--- config.mk ---
export PLATFORM = sky130hd
export DESIGN_NAME = vg_seq
export DESIGN_NICKNAME = d
export VERILOG_FILES = /design/src/rtl/vg_pkg.sv /design/src/rtl/vg_ret_stack.sv /design/src/rtl/vg_seq.sv
export SDC_FILE = /design/constraint.sdc
export NUM_CORES = 1
export LEC_CHECK = 0
export CORE_MARGIN = 1
export CORE_UTILIZATION = 40
export DETAILED_ROUTE_END_ITERATION = 8
export MAX_ROUTING_LAYER = met4
export PLACE_DENSITY_LB_ADDON = 0.05
export SLEW_MARGIN = 20
export SYNTH_ARGS = -nofsm -noshare
export SYNTH_HDL_FRONTEND = slang
export SYNTH_SLANG_ARGS = --single-unit
--- constraint.sdc ---
create_clock -name clk -period 3.93 [get_ports clk]
set_clock_uncertainty 0.05 [all_clocks]
set_input_delay 0.5895 -clock clk [delete_from_list [all_inputs] [get_ports clk]]
set_output_delay 0.5895 -clock clk [all_outputs]
set_load 0.005 [all_outputs]
--- src/rtl/vg_pkg.sv ---
// Shared definitions for the vector-generator sequencer: opcodes, FSM states
// and default memory geometry.
package vg_pkg;

  localparam int AW_DEF = 13;
  localparam int DW_DEF = 16;

  localparam logic [2:0] OP_VCTR = 3'b000;
  localparam logic [2:0] OP_HALT = 3'b001;
  localparam logic [2:0] OP_SVEC = 3'b010;
  localparam logic [2:0] OP_STAT = 3'b011;
  localparam logic [2:0] OP_CNTR = 3'b100;
  localparam logic [2:0] OP_JSR  = 3'b101;
  localparam logic [2:0] OP_RTS  = 3'b110;
  localparam logic [2:0] OP_JMP  = 3'b111;

  typedef enum logic [2:0] {
    ST_IDLE = 3'd0,
    ST_F0   = 3'd1,
    ST_W0   = 3'd2,
    ST_F1   = 3'd3,
    ST_W1   = 3'd4,
    ST_EXEC = 3'd5
  } vg_state_e;

  // Flow-control ops are executed inside the sequencer and never reach the datapath.
  function automatic logic is_flow_op(input logic [2:0] op);
    return (op == OP_HALT) || (op == OP_JSR) || (op == OP_RTS) || (op == OP_JMP);
  endfunction

endpackage

--- src/rtl/vg_ret_stack.sv ---
// Return-address stack for JSR/RTS. Circular: the pointer wraps both ways, so
// overflow overwrites the oldest entry and underflow reads the wrapped one.
module vg_ret_stack
  import vg_pkg::*;
#(
  parameter int AW    = AW_DEF,
  parameter int DEPTH = 4
) (
  input  logic          clk,
  input  logic          reset,
  input  logic          clear,
  input  logic          push,
  input  logic          pop,
  input  logic [AW-1:0] push_data,
  output logic [AW-1:0] pop_data
);

  localparam int SPW = $clog2(DEPTH);

  logic [SPW-1:0] sp_q, sp_d;
  logic [SPW-1:0] top_idx;
  logic [AW-1:0]  mem_q [DEPTH];
  logic [AW-1:0]  mem_d [DEPTH];

  always_comb begin
    sp_d  = sp_q;
    mem_d = mem_q;
    if (clear) begin
      sp_d = '0;
    end else if (push) begin
      mem_d[sp_q] = push_data;
      sp_d        = sp_q + SPW'(1);
    end else if (pop) begin
      sp_d = sp_q - SPW'(1);
    end
  end

  always_ff @(posedge clk) begin
    if (reset) begin
      sp_q <= '0;
      for (int i = 0; i < DEPTH; i++) mem_q[i] <= '0;
    end else begin
      sp_q  <= sp_d;
      mem_q <= mem_d;
    end
  end

  assign top_idx  = sp_q - SPW'(1);
  assign pop_data = mem_q[top_idx];

endmodule

--- src/rtl/vg_seq.sv ---
// Vector-program sequencer: fetches and decodes vector-memory words, runs flow
// control locally and hands drawing/state commands to the datapath.
//
//   state | meaning
//   IDLE  | halted, waiting for go
//   F0    | read strobe for first instruction word
//   W0    | capture first word, advance pc
//   F1    | read strobe for VCTR second word
//   W1    | capture second word, advance pc
//   EXEC  | execute flow op, or hold command until cmd_ready
module vg_seq
  import vg_pkg::*;
#(
  parameter int AW          = AW_DEF,
  parameter int DW          = DW_DEF,
  parameter int STACK_DEPTH = 4
) (
  input  logic          clk,
  input  logic          reset,
  input  logic          go,
  output logic          mem_rd,
  output logic [AW-1:0] mem_addr,
  input  logic [DW-1:0] mem_rdata,
  output logic          cmd_valid,
  input  logic          cmd_ready,
  output logic [2:0]    cmd_op,
  output logic [DW-1:0] cmd_w0,
  output logic [DW-1:0] cmd_w1,
  output logic          halted,
  output logic          busy,
  output logic [AW-1:0] pc
);

  vg_state_e     state_q, state_d;
  logic [AW-1:0] pc_q, pc_d;
  logic [DW-1:0] ir0_q, ir0_d;
  logic [DW-1:0] ir1_q, ir1_d;

  logic [2:0]    op;
  logic [2:0]    rdata_op;
  logic [AW-1:0] target;
  logic [AW-1:0] ret_addr;
  logic          stk_push, stk_pop;

  assign op       = ir0_q[DW-1:DW-3];
  assign rdata_op = mem_rdata[DW-1:DW-3];
  assign target   = ir0_q[AW-1:0];

  vg_ret_stack #(
    .AW    (AW),
    .DEPTH (STACK_DEPTH)
  ) u_stack (
    .clk       (clk),
    .reset     (reset),
    .clear     (go),
    .push      (stk_push),
    .pop       (stk_pop),
    .push_data (pc_q),
    .pop_data  (ret_addr)
  );

  always_ff @(posedge clk) begin
    if (reset) begin
      state_q <= ST_IDLE;
      pc_q    <= '0;
      ir0_q   <= '0;
      ir1_q   <= '0;
    end else begin
      state_q <= state_d;
      pc_q    <= pc_d;
      ir0_q   <= ir0_d;
      ir1_q   <= ir1_d;
    end
  end

  // go restarts from any state, including mid-handshake; it wins over cmd_ready.
  always_comb begin
    state_d = state_q;
    if (go) begin
      state_d = ST_F0;
    end else begin
      unique case (state_q)
        ST_IDLE: state_d = ST_IDLE;
        ST_F0:   state_d = ST_W0;
        ST_W0:   state_d = (rdata_op == OP_VCTR) ? ST_F1 : ST_EXEC;
        ST_F1:   state_d = ST_W1;
        ST_W1:   state_d = ST_EXEC;
        ST_EXEC: begin
          if (op == OP_HALT)     state_d = ST_IDLE;
          else if (is_flow_op(op)) state_d = ST_F0;
          else if (cmd_ready)    state_d = ST_F0;
        end
        default: state_d = ST_IDLE;
      endcase
    end
  end

  always_comb begin
    pc_d     = pc_q;
    ir0_d    = ir0_q;
    ir1_d    = ir1_q;
    stk_push = 1'b0;
    stk_pop  = 1'b0;
    if (go) begin
      pc_d = '0;
    end else begin
      unique case (state_q)
        ST_W0: begin
          ir0_d = mem_rdata;
          pc_d  = pc_q + AW'(1);
        end
        ST_W1: begin
          ir1_d = mem_rdata;
          pc_d  = pc_q + AW'(1);
        end
        ST_EXEC: begin
          unique case (op)
            OP_JMP: pc_d = target;
            OP_JSR: begin
              stk_push = 1'b1;
              pc_d     = target;
            end
            OP_RTS: begin
              stk_pop = 1'b1;
              pc_d    = ret_addr;
            end
            default: pc_d = pc_q;
          endcase
        end
        default: pc_d = pc_q;
      endcase
    end
  end

  always_comb begin
    mem_rd    = (state_q == ST_F0) || (state_q == ST_F1);
    mem_addr  = mem_rd ? pc_q : '0;
    cmd_valid = (state_q == ST_EXEC) && !is_flow_op(op);
    cmd_op    = op;
    cmd_w0    = ir0_q;
    cmd_w1    = (op == OP_VCTR) ? ir1_q : '0;
    halted    = (state_q == ST_IDLE);
    busy      = !halted;
    pc        = pc_q;
  end

endmodule

==> results.md, run 1 <==
* Outcome: finished clean
* Largest net degree at the start of global routing at slightly below 70
* Yosys warning count at 0
* Final Wtd Congestion at between 0.9 and 1
* Synth Area in Adders at ~1.3%
* Post-CTS Setup Inserts at 0
* Post-DRT Antenna Nets at 0
* H-tree Lvls at 3
* FP Rows at 40
* Worst path max stage delay at about 640 ps
* DIE AREA at between 0.01 and 0.015 mm^2
* Tmin final at approximately 3000 ps
* DRT iter0 DRCs at 375
* Place WS at roughly 1000 ps
* Post-synth cell types at between 40 and 50
* Multiplexer share of the synthesized area at under 10%
* Routed wl met3 at 1.03 mm
* Max VDD drop at between 0.0002 and 0.0003 V
* Cells along the critical path: nor2b_1 > and2_1 > clkdlybuf4s50_1
* Setup violators final at 0
* CTS clock-pin slew for the worst setup and hold paths at ~70 ps
* Post-synthesis register bit count at 102
* Routed wl met2 at about 6.8 mm
* Most common cell after layout, fill and taps aside: nand2_1
* Layout net count at approximately 680
* Setup TNS at 0 ps
* Average wire per standard cell at 18.0 um
* Synth Cell Area at 0.00490 mm^2
* Slowest stage cell, crit path: dfxtp_1
* Simple-gate share of the synthesized area at around 28%
* CP Launch Type: flip-flop
* Met1 WL at approximately 6.4 mm
* Rel. slew slack at between 20 and 30%
* Fraction of layout cells with a size suffix above 1 at just under 7%
* Via count at around 4,600
* Core area at between 0.01 and 0.015 mm^2
* Inserted Clock Buffers at 9
* # port buffers at between 80 and 90
* Grt ovf at 0
* Hold_buf cts at 0
* Final worst slack at just over 900 ps
* WS Path Type: flip-flop to primary output
* Seq/Total Area, Yosys at a little over two fifths
* Total Routing Usage GR at around a quarter
* Main combinational cell family by area after synthesis: simple AND/OR/NAND/NOR gates
* Syn_nets at about 640
* Top sig layer: met4
* Detailed placement HPWL at roughly 10 mm
* Period utilization at about three quarters
* Worst Setup End Kind: primary output
* Top Ports at 85
* Worst-path maximum fanout at 14
* First-pass GRT wire length at roughly 23 mm
* Initial antenna violation count at 1
* Reg2Reg Setup Slack at 1350 ps
* Root Buffer: clkbuf_16
* CTS tree: built
* Leak at around 1.9 nW
* Fin. Hold Viols at 0
* Max_cap viols at 0
* Final wirelength at ~15 mm
* Synthesis-to-layout area growth at 22.0%
* Worst Path Required at roughly 3300 ps
* Final Max Tran Viols at 0
* HP Class: flip-flop to flip-flop
* Max Fclk at roughly 330 MHz
* Worst EP arrival at roughly 2400 ps
* Starting density of the core at 41.0%
* Die X-Extent at between 100 and 150 um
* DRT Pass-1 Iters at 5
* Die H at about 110 um
* Total power divided by cell area at 340 mW/mm^2
* Commonest non-fill, non-tap cells in the layout: 145 x nand2_1, 102 x dfxtp_1, 98 x a21oi_1
* Routed vias/inst at 5.66
* XOR/XNOR share of the synthesized area at less than 1%
* Post-synthesis compound-gate area fraction at between 10% and 20%
* DRC errors left at 0
* Vias in the first global route at about 4,200
* RSZ-0062 raised after global routing: false
* CTS resizes at 0
* Fill cells at 1,162
* Clk_lat worst skew at between 300 and 400 ps
* Gate Count Post-Synth at about 620
* Worst slew pin tran at approximately 1100 ps
* Synthesized area per cell at 7.95 um^2
* CTS Sinks at between 100 and 150
* Bufs on Longest Clock Path at 2
==> kinds of logic (layout without fill, tap and decap cells) <==
group / count (synthesis) / count (layout)
compound gates: 142 / 142
flops: 102 / 102
mux: 14 / 14
other cells: 0 / 1
xor+xnor: 2 / 2
fa+ha+maj: 5 / 5
simple gates: 286 / 286
buf+inv: 66 / 112
==> through the flow <==
step	hold WS, ps	area, um^2	instances	total power (W)	utilization, %
floorplan	382	4900	617	0.00111	-
global placement	389	5680	794	0.00115	47.5
detailed placement	395	5680	794	0.00115	47.5
CTS	404	5980	810	0.00205	50.0
global route	424	5980	811	0.00210	50.0
finish	399	5980	811	0.00204	50.0
==> area by class of cell <==
type                            count  area [um^2]  area share [%]
Antenna cell                        1         2.50          0.0418
Clock buffer                       10          239            3.99
Clock inverter                      6         61.3            1.02
Inverter                            4         15.0           0.251
Multi-Input combinational cell    449         2540            42.5
Sequential cell                   102         2040            34.1
Tap cell                          147          184            3.07
Timing Repair Buffer               92          896            15.0
==> report_power, final <==
part | switching, W | internal (W) | total, W
Combinational | 0.0000455 | 0.0000358 | 0.0000812
Clock | 0.000401 | 0.000509 | 0.000910
Sequential | 0.00000818 | 0.00104 | 0.00105
==> cells in the mapped netlist (all sizes together) <==
cell type  instances  share of area (%)
nand2            145                 11
dfxtp            102                 42
a21oi             98                 10
nand3             63                6.5
and2              32                4.1
buf               32                4.0
clkbuf            30                2.3
nor2              15                1.1
mux4              13                6.0
o21ai             12                1.2
nor3               7                1.0
a211oi             6               0.92
ha                 5                1.3
o22ai              5               0.64
a22oi              4               0.61
inv                4               0.31
nand3b             4               0.87
and4               3               0.54
nor2b              3               0.38
o211ai             3               0.46
o221ai             3               0.54
or3                3               0.38
a31oi              2               0.26
and3               2               0.36
nand2b             2               0.26
o31a               2               0.36
o31ai              2               0.31
or2                2               0.26
xnor2              2               0.36
a221oi             1               0.18
a22o               1               0.18
a41o               1               0.20
and3b              1               0.18
mux2i              1               0.20
nand4              1               0.13
nor3b              1               0.15
nor4               1               0.13
o311ai             1               0.18
o32a               1               0.20
or3b               1               0.18
==> registers in the layout, indices dropped and copies added (netlist names) <==
signal and count:
ir1_q 16, u_stack.mem_q 52, pc 13, cmd_w0 16
state_q 3, u_stack.sp_q 2
==> metal layers <==
| layer | GRT usage, % | vias up |
|---|---|---|
| met4 | 11.2 | 0 |
| met3 | 3.80 | 22 |
| met2 | 37.8 | 185 |
| met1 | 32.3 | 2178 |
| li1 | - | 2208 |
| met5 | - | - |
==> path summary, 6_finish.rpt <==
kind,from,to,cells after the start
hold / removal,ir1_q[10],ir1_q[10],2
setup / recovery,state_q[0],mem_addr[9],3
setup reg to reg,state_q[0],u_stack.mem_q[6],6
hold reg to reg,ir1_q[10],ir1_q[10],2
==> critical path: cells and delay by family (launching register included) <==
family / cells / cell delay, ps
AND/OR/NAND/NOR: 2 / 860
flip-flops: 1 / 640
buffers and inverters: 1 / 500
(Power assumes the default switching activity.)
==> run 2: changes to the inputs <==
==> constraint.sdc (replaced) <==
create_clock -name clk -period 2.47 [get_ports clk]
set_clock_uncertainty 0.05 [all_clocks]
set_input_delay 0.3705 -clock clk [delete_from_list [all_inputs] [get_ports clk]]
set_output_delay 0.3705 -clock clk [all_outputs]
set_load 0.005 [all_outputs]
==> run 2 against run 1 <==
Against the previous run:
- first-iteration DRC count up 5.1%
- global-route usage is 1.6 points higher
- sequential cell count is the same
- hold slack better by 3.8 ps
- setup slack got worse by 800 ps
- non-clock buffer count is 25 higher
==> results.md, run 2 (synthesized netlist as in run 1, its figures left out) <==
* Root Buffer: clkbuf_16
* Die H at 113 um (unchanged)
* Layout net count at 708 (+3.7%)
* # diodes at 0 (-1)
* Die X-Extent at 113 um (unchanged)
* Post-CTS Setup Inserts at 0 (unchanged)
* Largest net degree at the start of global routing at 63 (-7.4%)
* Core area at 0.0120 mm^2 (unchanged)
* DRT Pass-1 Iters at 5 (unchanged)
* Fraction of layout cells with a size suffix above 1 at 10.5% (+3.7 points)
* CTS Sinks at 102 (unchanged)
* Fin. Hold Viols at 0 (unchanged)
* DRT iter0 DRCs at 394 (+5.1%)
* Routed vias/inst at 5.73 (+1.2%)
* Worst slew pin tran at 714 ps (-344 ps)
* WS Path Type: flip-flop to primary output
* Bufs on Longest Clock Path at 2 (unchanged)
* Max reg flops at 52 (unchanged)
* Leak at 2.03 nW (+6.1%)
* HP Class: flip-flop to flip-flop
* Worst EP arrival at 1920 ps (-440 ps)
* Rel. slew slack at 52.4% (+23 points)
* Detailed placement HPWL at 11.0 mm (+6.3%)
* Max Fclk at approximately 430 MHz
* Final Wtd Congestion at 0.916 (-0.58%)
* First-pass GRT wire length at 24.9 mm (+7.4%)
* Grt ovf at 0 (unchanged)
* Setup violators final at 0 (unchanged)
* Tmin final at approximately 2300 ps
* CTS clock-pin slew for the worst setup and hold paths at 70 ps (about the same)
* CP Launch Type: flip-flop
* DIE AREA at 0.0127 mm^2 (unchanged)
* Setup TNS at 0 ps (unchanged)
* Outcome: finished clean
* Starting density of the core at 41.0% (unchanged)
* Worst path max stage delay at 500 ps (-140 ps)
* Fill cells at 1,190 (+2.4%)
* Post-DRT Antenna Nets at 0 (unchanged)
* FP Rows at 40 (unchanged)
* Vias in the first global route at 4,378 (+4.1%)
* Inserted Clock Buffers at 9 (unchanged)
* Largest Register: u_stack.mem_q
* Hold_buf cts at 0 (unchanged)
* RSZ-0062 raised after global routing: false
* Synthesis-to-layout area growth at 25.5%
* Clk_lat worst skew at 340 ps (-20 ps)
* Total power divided by cell area at 510 mW/mm^2 (+50%)
* Slowest stage cell, crit path: clkdlybuf4s50_1
* Total power at 0.00314 W (+54%)
* Initial antenna violation count at 0 (-1)
* Worst Path Required at 2050 ps (-1240 ps)
* H-tree Lvls at 3 (unchanged)
* CTS tree: built
* Commonest non-fill, non-tap cells in the layout: 145 x nand2_1, 100 x dfxtp_1, 98 x a21oi_1
* Worst-path maximum fanout at 16 (+2)
* # port buffers at 84 (unchanged)
* Total Routing Usage GR at 26.3% (+1.6 points)
* Final wirelength at 15.5 mm (+6.5%)
* Placed Area at 0.00587 mm^2 (+3.3%)
* Max VDD drop at 0.000248 V (-8.1%)
* Final Max Tran Viols at 0 (unchanged)
* Via count at 4,785 (+4.2%)
* Max_cap viols at 0 (unchanged)
* Final Instance Area at 0.00615 mm^2 (+2.8%)
* DRC errors left at 0 (unchanged)
* Cells along the critical path: nor3_1 > buf_4 > and2_1 > clkdlybuf4s50_1
* Top Ports at 85 (unchanged)
* Average wire per standard cell at 18.6 um (+3.5%)
* Most common cell after layout, fill and taps aside: nand2_1
* Worst Setup End Kind: primary output
* Period utilization at 94.7%
[run 2: cell types whose count changed in the layout (fill, tap and decap cells not counted), sizes merged]
cell	delta
buf	+25
diode	-1
clkbuf	+1
bufinv	-1
[run 2: worst max-delay path: cells and delay by family (launching register included)]
kind,cells,cell delay [ps]
buf+inv,2,720
flops,1,470
simple gates,2,390
[run 2: area by class of cell]
type	count	area, um^2	share of cell area (%)
Sequential cell	102	2040	33.2
Timing Repair Buffer	117	1080	17.6
Inverter	4	15.0	0.244
Multi-Input combinational cell	449	2550	41.4
Tap cell	147	184	2.99
Clock inverter	5	35.0	0.569
Clock buffer	11	243	3.94
[run 2: report_power, final]
part	switching (W)	total [W]	internal (W)	leakage [nW]
clock network	0.000626	0.00134	0.000712	0.135
logic	0.0000756	0.000139	0.0000631	1.07
registers	0.0000130	0.00166	0.00165	0.823
[run 2: metal layers]
layer	routed length [um]	GRT usage (%)
met4	351	8.62
met1	6900	35.6
met3	986	4.12
met5	0	-
met2	7310	40.3
[run 2: final timing paths]
check                  startpoint    endpoint  slack (ps)  cells after the start
hold / removal           ir1_q[8]    ir1_q[8]         400                      2
setup / recovery       cmd_w0[13]  cmd_w1[14]         130                      4
setup reg to reg  u_stack.sp_q[1]       pc[3]         310                      6
hold reg to reg          ir1_q[8]    ir1_q[8]         400                      2
[run 2: per-stage QoR]
step / hold WS, ps / util, % / setup WS (ps) / cells
global placement: 390 / 49.1 / 264 / 819
detailed placement: 395 / 49.1 / 244 / 819
finish: 403 / 51.4 / 132 / 835
global route: 424 / 51.4 / 44.9 / 835
CTS: 389 / 51.4 / 27.7 / 835
floorplan: 382 / - / 72.6 / 617
[run 2: what timing repair did]
action | 4_1_cts | 5_1_grt
setup endpoints to repair | 1 | 14
resized for setup | 1 | 2
pin swaps | 0 | 0
cloned | 0 | 0
==> RTL change (settings of run 2) <==
Change the package constant `DW_DEF` from 16 to 18.
--- a/src/rtl/vg_pkg.sv
+++ b/src/rtl/vg_pkg.sv
@@ -4,5 +4,5 @@
 
   localparam int AW_DEF = 13;
-  localparam int DW_DEF = 16;
+  localparam int DW_DEF = 18;
 
   localparam logic [2:0] OP_VCTR = 3'b000;
Ports: changed (resized cmd_w0, cmd_w1 and mem_rdata); port bits go from 85 to 91. No check against the original RTL was run, so the function may have changed too.
==> RTL change against run 2 <==
- die area up 2.9%
- maximum frequency fell by 0.90%
- via count is 1.4% lower
- combinational power grew 6%
- final area rose by 4.2%
- critical endpoint is now cmd_valid
- synthesized area up 3.0%
- sequential cell count up 4
- synthesized cell count grew 4.9%
- critical path type unchanged
- largest power group unchanged
- worst setup slack got worse by 0.021 ns
- total power increased by 8.7%
- largest cell class unchanged
- sequential share of layout area is 0.10 points lower
- wire length decreased by 6.1%
- core utilization increased by 1.3 points
==> RTL change: results <==
group,metric,value,unit
cells_and_area,flops_and_latches,106,
drt,drtIter0Drc,263,
cells_and_area,bufAreaShareNonClock,0.177,
logic_synthesis,syn_nets,674,
placement,place.detailed.instances,873,
global_route,number_of_global_route_vias_before_repair,4505,
power,pwr.group.combinational,148,uW
power,p_sw,727,uW
timing,timing_worst_slew_pin_value,0.643,ns
cells_and_area,num-nonclk-buffers,122,
cells_and_area,inverters_excl_clock,8,
logic_synthesis,multiplexer_share_of_the_synthesized_area,0.0619,
global_route,grtUsageMet3,0.0365,
floorplanning,chipWidth,114,um
global_route,grt_util_met2,0.390,
clock_tree,worstSkewPairLatency,0.36,ns
global_route,gr-usage-all-layers,0.242,
placement,port_buffer_cells,90,
logic_synthesis,synth-xor-area-share,0.00347,
critical_path,crit_arrival,1.94,ns
drt,routed-via-count,4716,
placement,placed_cell_area,0.00609,sq mm
drt,via_per_inst,5.32,
power,peakVddDrop,0.000258,V
cells_and_area,multi_input_gates,469,
cells_and_area,fraction_of_final_layout_cells_with_drive_strength_greater_than_1,0.0946,
global_route,grt_start_max_net_pins,57,
logic_synthesis,synth_top_cells_by_count,"nand2_1, a21oi_1, dfxtp_1",
cells_and_area,finish.net_count,743,
power,p_leak,2.09,nW
cells_and_area,final-clk-cell-share,0.0480,
power,clock_power_share,0.451,
cells_and_area,filler_cell_count,1194,
global_route,use_met1,0.294,
power,clock_net_power,1.54,mW
critical_path,crit_path_max_fanout,12,
logic_synthesis,synthesis.area_per_instance,7.81,sq um
run_status,run_status,"complete, no violations",
drt,met3RoutedLength,696,um
logic_synthesis,ys_top_cells_by_area,"dfxtp_1, nand2_1, a21oi_1",
drt,route.layer.met1.wl,6630,um
cells_and_area,area_of_the_multi_input_gates,0.00260,sq mm
logic_synthesis,synth.yosys.seq_area_share,0.420,
placement,pre_cts_slack,0.260,ns
global_route,grt_pass1_wl,23300,um
placement,rd_place_congestion,0.891,
cells_and_area,final_util,0.527,
drt,final_wl,14600,um
logic_synthesis,synth_adder_area_share,0.0124,
## RTL change: cell types whose count changed in the layout (fill, tap and decap cells not counted), sizes merged, moves of 4 or more
cell	change
dfxtp	+4
nand2	+18
a31oi	+4
a21oi	+9
a22oi	-4
clkdlybuf4s50	+6
inv	+4
## RTL change: path summary, 6_finish.rpt
kind,from,endpoint,slack [ns],cells past startpoint
worst max-delay path,cmd_w0[16]$_SDFFE_PP0P_,cmd_valid,0.11,3
worst min register to register,ir1_q[13]$_SDFFE_PP0P_,ir1_q[13]$_SDFFE_PP0P_,0.40,2
worst min-delay path,ir1_q[13]$_SDFFE_PP0P_,ir1_q[13]$_SDFFE_PP0P_,0.40,2
worst max register to register,u_stack.sp_q[1]$_SDFFE_PP0P_,pc[3]$_SDFFE_PP0P_,0.36,7
## RTL change: critical path, cell delays in order, from the launching register on
cell,delay (ns)
dfxtp_1,0.58
nor2b_1,0.12
a211oi_1,0.32
clkdlybuf4s50_1,0.57
